**src/rtl/elastic_pipe_reg.sv**
```systemverilog
// Elastic N-stage pipeline register with a valid/ready handshake on both ends.
// An empty stage always loads, so bubbles close up while the output is blocked.
module elastic_pipe_reg #(
  parameter int               WIDTH       = 32,
  parameter int               STAGES      = 2,
  parameter logic [WIDTH-1:0] RESET_VALUE = '0
) (
  input  logic                         clk,
  input  logic                         reset,
  input  logic                         flush,
  input  logic                         stall,
  input  logic                         in_valid,
  input  logic [WIDTH-1:0]             in_data,
  output logic                         in_ready,
  output logic                         out_valid,
  output logic [WIDTH-1:0]             out_data,
  input  logic                         out_ready,
  output logic [$clog2(STAGES+1)-1:0]  occupancy
);

  localparam int OCC_W = $clog2(STAGES + 1);

  logic [STAGES-1:0] v;
  logic [WIDTH-1:0]  d     [STAGES];
  logic [STAGES-1:0] adv;
  logic [STAGES-1:0] src_v;
  logic [WIDTH-1:0]  src_d [STAGES];

  // A stage advances when it is empty or the stage ahead of it advances.
  always_comb begin : ready_chain
    logic chain;
    chain = out_ready;
    adv   = '0;
    for (int i = STAGES - 1; i >= 0; i--) begin
      chain  = !v[i] || chain;
      adv[i] = chain;
    end
  end

  always_comb begin
    src_v[0] = in_valid;
    src_d[0] = in_data;
    for (int i = 1; i < STAGES; i++) begin
      src_v[i] = v[i-1];
      src_d[i] = d[i-1];
    end
  end

  always_ff @(posedge clk or negedge reset) begin
    if (!reset) begin
      v <= '0;
      for (int i = 0; i < STAGES; i++) d[i] <= RESET_VALUE;
    end else if (flush) begin
      v <= '0;
      for (int i = 0; i < STAGES; i++) d[i] <= RESET_VALUE;
    end else if (!stall) begin
      for (int i = 0; i < STAGES; i++) begin
        if (adv[i]) begin
          v[i] <= src_v[i];
          if (src_v[i]) d[i] <= src_d[i];
        end
      end
    end
  end

  // During flush the input is swallowed so upstream never waits on a dead pipe.
  assign in_ready  = reset && (flush || (!stall && adv[0]));
  assign out_valid = v[STAGES-1] && !flush && !stall;
  assign out_data  = d[STAGES-1];

  always_comb begin
    occupancy = '0;
    for (int i = 0; i < STAGES; i++) occupancy = occupancy + OCC_W'(v[i]);
  end

endmodule

```
**config.mk**
```make
export PLATFORM = sky130hd
export DESIGN_NAME = elastic_pipe_reg
export DESIGN_NICKNAME = d
export VERILOG_FILES = /design/src/rtl/elastic_pipe_reg.sv
export SDC_FILE = /design/constraint.sdc
export NUM_CORES = 1
export LEC_CHECK = 0
export CAP_MARGIN = 20
export CELL_PAD_IN_SITES_DETAIL_PLACEMENT = 0
export CELL_PAD_IN_SITES_GLOBAL_PLACEMENT = 1
export CORE_UTILIZATION = 31
export CTS_BUF_LIST = sky130_fd_sc_hd__clkbuf_4
export CTS_CLUSTER_SIZE = 24
export DETAILED_ROUTE_END_ITERATION = 10
export PLACE_DENSITY = 0.78
export SLEW_MARGIN = 10
export SYNTH_ARGS = -nofsm -noshare
export SYNTH_HDL_FRONTEND = slang
export SYNTH_SLANG_ARGS = --single-unit
```
**constraint.sdc**
```tcl
create_clock -name clk -period 2.6 [get_ports clk]
set_input_delay 0.52 -clock clk [delete_from_list [all_inputs] [get_ports clk]]
set_output_delay 0.52 -clock clk [all_outputs]
set_load 0.05 [all_outputs]
```
Yosys cells after proc, flatten, opt, wreduce, memory -nomap -nowiden. Cells that the tools add are included.

Reductions and logical operators: 19. Eq/ne operators: 1. Add/sub/neg operators: 1. Multiplexer cells: 10.

Operators with widths (number): $mux W32 (4); $mux W64 (2); $reduce_bool A2 Y1 (4); $reduce_and A3 Y1 (2); $logic_and A1 B1 Y1 (4); $logic_not A1 Y1 (4); $mux W2 (2); $reduce_and A2 Y1 (2); $logic_or A1 B1 Y1 (3); $add A1 B1 Y2 (1); $mux W1 (2); $ne A2 B2 Y1 const B (1).

Logic and storage cells: 35. Output and inout bits: 36. Bits of input ports: 38. Flip-flop bits (word level): 66.

Depth between registers and ports, before layout.
Depth in word-level cells: 6. Depth in mapped cells: 5. Gate-level depth less buffers: 3.

Least setup slack after synthesis. No wires, ideal clock.

Path kind: input -> output. From: input port flush. To: output port out_valid. Data arrival time: 1860 ps. Cell stages on the path: 2. Setup slack: 220 ps. Cells stage by stage: buf_2 nor3b_1.

Longest elaborated chain between the ends: 3.

RTL lines: start: declaration (line 10) `input logic flush,`; $logic_not A1 Y1 (line 68) `assign out_valid = v[STAGES-1] && !flush && !stall;`; $logic_and A1 B1 Y1 (2 in series) (line 68); end: declaration (line 15) `output logic out_valid,`.

Every way passes these cells.

Worst setup path after layout.
From: register v[1]. To: output port occupancy[0].

Longest elaborated chain between the ends: 1.

RTL lines: start: declaration (line 23) `logic [STAGES-1:0] v;`; start signal: indexed assignment (line 59) `v[i] <= src_v[i];`; $add A1 B1 Y2 (line 73) `for (int i = 0; i < STAGES; i++) occupancy = occupancy + OCC_W'(v[i]);`; end: declaration (line 18) `output logic [$clog2(STAGES+1)-1:0] occupancy`.

Every way passes these cells.

==> impl_metrics.py <==
metrics = {
    "status": {
        "run_status": "finished clean",
    },
    "clock_tree": {
        "post_cts_resize_count": 0,
        "tritoncts": "yes",
        "cts_max_level": 3,
        "root_buffer": "clkbuf_4",
        "clk_latency_ps": 390,
        "cts_setup_buffers": 0,
        "cts.reportedPaths.clkPinSlew_ps": 100,
        "clock_path_buffers": 2,
        "cts_hold_buf": 0,
        "clock-sinks": 66,
        "cts_buffers": 9,
    },
    "worst_setup_path": {
        "cp_slowest_cell": "clkdlybuf4s50_1",
        "r2r_setup_slack_ps": 810,
        "cp-end-kind": "output port",
        "cp_num_buf_inv": 1,
        "crit_family": "buffers and inverters",
        "crit_fanout": 6,
        "crit_path_start_kind": "flop",
        "path_cells": "ha_1 -> clkdlybuf4s50_1",
        "critical_path.max_stage_delay_ps": 790,
        "cp-startpoint": "v[1]",
        "crit_type": "flop to output port",
        "r2r-start": "v[1]",
        "arrival_ps": 1960,
        "required_ps": 2080,
    },
    "synth": {
        "syn-cell-area_mm2": 0.00296,
        "synth_edf_count": 0,
        "yosys_warnings": 0,
        "syn_nets": 306,
        "synth_cell_types": 21,
        "yosysSeqAreaShare_pct": 55.7,
        "ys_ff_latch": 66,
        "async_reset_ff_share_pct": 100,
        "syn_avg_cell_area_um2": 11.1,
        "synth-main-ff-cell": "dfrtp_1",
        "syn_inst": 267,
    },
    "final_layout": {
        "antenna_cells": 0,
        "syn_to_final_growth_pct": 24.3,
        "nFillCells": 921,
        "nets": 345,
        "drive_above_1_share_pct": 11.0,
        "final_core_util_pct": 39.9,
    },
    "sta": {
        "timing.final.crit_share_pct": 95.5,
        "finalMaxSlewViolations": 0,
        "tns_ps": 0,
        "finalCriticalPeriod_ps": 2480,
        "clock.fmax_mhz": 403,
        "tightest_slew_ps": 971,
        "max-slew-margin-rel_pct": 35.3,
        "finalHoldViolCount": 0,
        "rsz0062_at_grt": "false",
        "setup_viol": 0,
        "clock_skew_ps": 11.0,
    },
    "power": {
        "fin_total_pwr_uw": 1930,
        "leakagePower_uw": 0.00157,
        "ir_worst_vdd_mv": 0.284,
        "p_per_area_mw_per_mm2": 524,
    },
    "floorplan": {
        "dieArea_mm2": 0.00996,
        "ioPinCount": 74,
        "start_util_pct": 32.1,
        "die_x_um": 99.8,
        "core_area_mm2": 0.00924,
        "num_rows": 35,
        "die_h_um": 99.8,
    },
    "grt": {
        "grt_pass1_vias": 2201,
        "antenna_found_initial": 0,
        "grt_max_degree": 67,
        "grt_usage_pct": 14.1,
        "gr-total-overflow": 0,
        "grt_pass1_wl_um": 10900,
    },
    "min_path": {
        "worstHoldPathType": "input port to async pin",
    },
    "routing": {
        "dr.pass1.iters": 4,
        "via_per_inst": 4.82,
        "first_iter_violations": 78,
        "drc": 0,
        "wl_per_cell_um": 15.0,
        "postRouteAntennaNets": 0,
        "wl_um": 6570,
        "vias": 2118,
    },
    "placed_design": {
        "globalplace.congestion": 0.687,
        "dp_hpwl_um": 4330,
        "portBuffers": 73,
    },
    "flow_run": {
        "drv_cap": 0,
    },
}
## metal layers
| layer | part of all wire [%] | GRT usage [%] | vias up |
|---|---|---|---|
| met1 | 44 | 17.8 | 1042 |
| met5 | 0 | 0 | - |
| met4 | 1.7 | 6.79 | 0 |
| met3 | 5.2 | 3.62 | 8 |
| met2 | 49 | 22.7 | 62 |
| li1 | - | - | 1006 |
## sequential cells by signal, summed over array words and instances, names as in the netlist
name	flops
out_data	32
v	2
d	32
## area by class of cell
class / instances / area (µm²) / share of cell area (%)
flip-flops and latches: 66 / 1650 / 44.8
multi-input cells: 144 / 915 / 24.8
repair buffers: 83 / 818 / 22.2
well taps: 129 / 161 / 4.38
clock buffers: 10 / 75.1 / 2.04
clock inverters: 5 / 56.3 / 1.53
inverters: 2 / 7.51 / 0.204
## synthesized netlist by cell type (2+ instances only)
| cell | count | share of area, % |
|---|---|---|
| clkbuf_1 | 4 | 0.51 |
| clkbuf_2 | 4 | 0.68 |
| o21ai_0 | 32 | 5.4 |
| buf_2 | 7 | 1.2 |
| nand2b_1 | 2 | 0.42 |
| dfrtp_1 | 66 | 56 |
| o21ai_1 | 2 | 0.34 |
| inv_1 | 2 | 0.25 |
| a22o_1 | 32 | 9.5 |
| buf_6 | 6 | 2.3 |
| nand3_1 | 32 | 5.4 |
| a21oi_1 | 35 | 5.9 |
| buf_4 | 34 | 8.6 |
| nor2b_1 | 2 | 0.42 |
## worst paths after layout
kind                                     end  cells after the start
worst max-delay path            occupancy[0]                      2
worst min-delay path                    v[0]                      2
worst max register to register   out_data[7]                      3
worst min register to register         d[45]                      1
max in group asynchronous              d[57]                      2
min in group clk                       d[45]                      1
## cells by family after synthesis
group / count (synthesis) / synth area share [%]
compound gates: 102 / 21.8
fa+ha+maj: 1 / 0.422
buf+inv: 57 / 13.5
flops: 66 / 55.7
simple gates: 41 / 8.53
## power breakdown
group | switching, µW | internal, µW | total, µW
logic | 113 | 96.4 | 210
registers | 17.7 | 1050 | 1070
clock network | 353 | 298 | 651
## per-stage QoR
| step | hold slack [ps] | std cells | area [µm²] | setup WS (ps) |
|---|---|---|---|---|
| finish | 301 | 439 | 3680 | 118 |
| global route | 348 | 439 | 3680 | 33.9 |
| CTS | 311 | 439 | 3680 | 64.8 |
| detailed placement | 493 | 424 | 3550 | 263 |
| global placement | 489 | 424 | 3550 | 310 |
| floorplan | 224 | 267 | 2960 | 220 |
## cell usage in the layout, fill, tap and decap left out
cell and n:
o21ai_0 32, nor2b_1 1, buf_4 11, nand3b_4 1, clkbuf_4 10, clkinv_4 1, o21ai_1 2, a21oi_1 35
and2b_1 1, clkdlybuf4s50_1 69, buf_2 1, nor3b_1 1, a31oi_4 1, nand2b_1 2, buf_12 2, dfrtp_1 66
nor3b_4 1, clkinvlp_4 1, nor2b_2 1, bufinv_16 1, ha_1 1, a22o_1 32, nand3_1 32, nand2b_4 1
inv_1 2, clkinv_2 2
(Power assumes the default switching activity.)
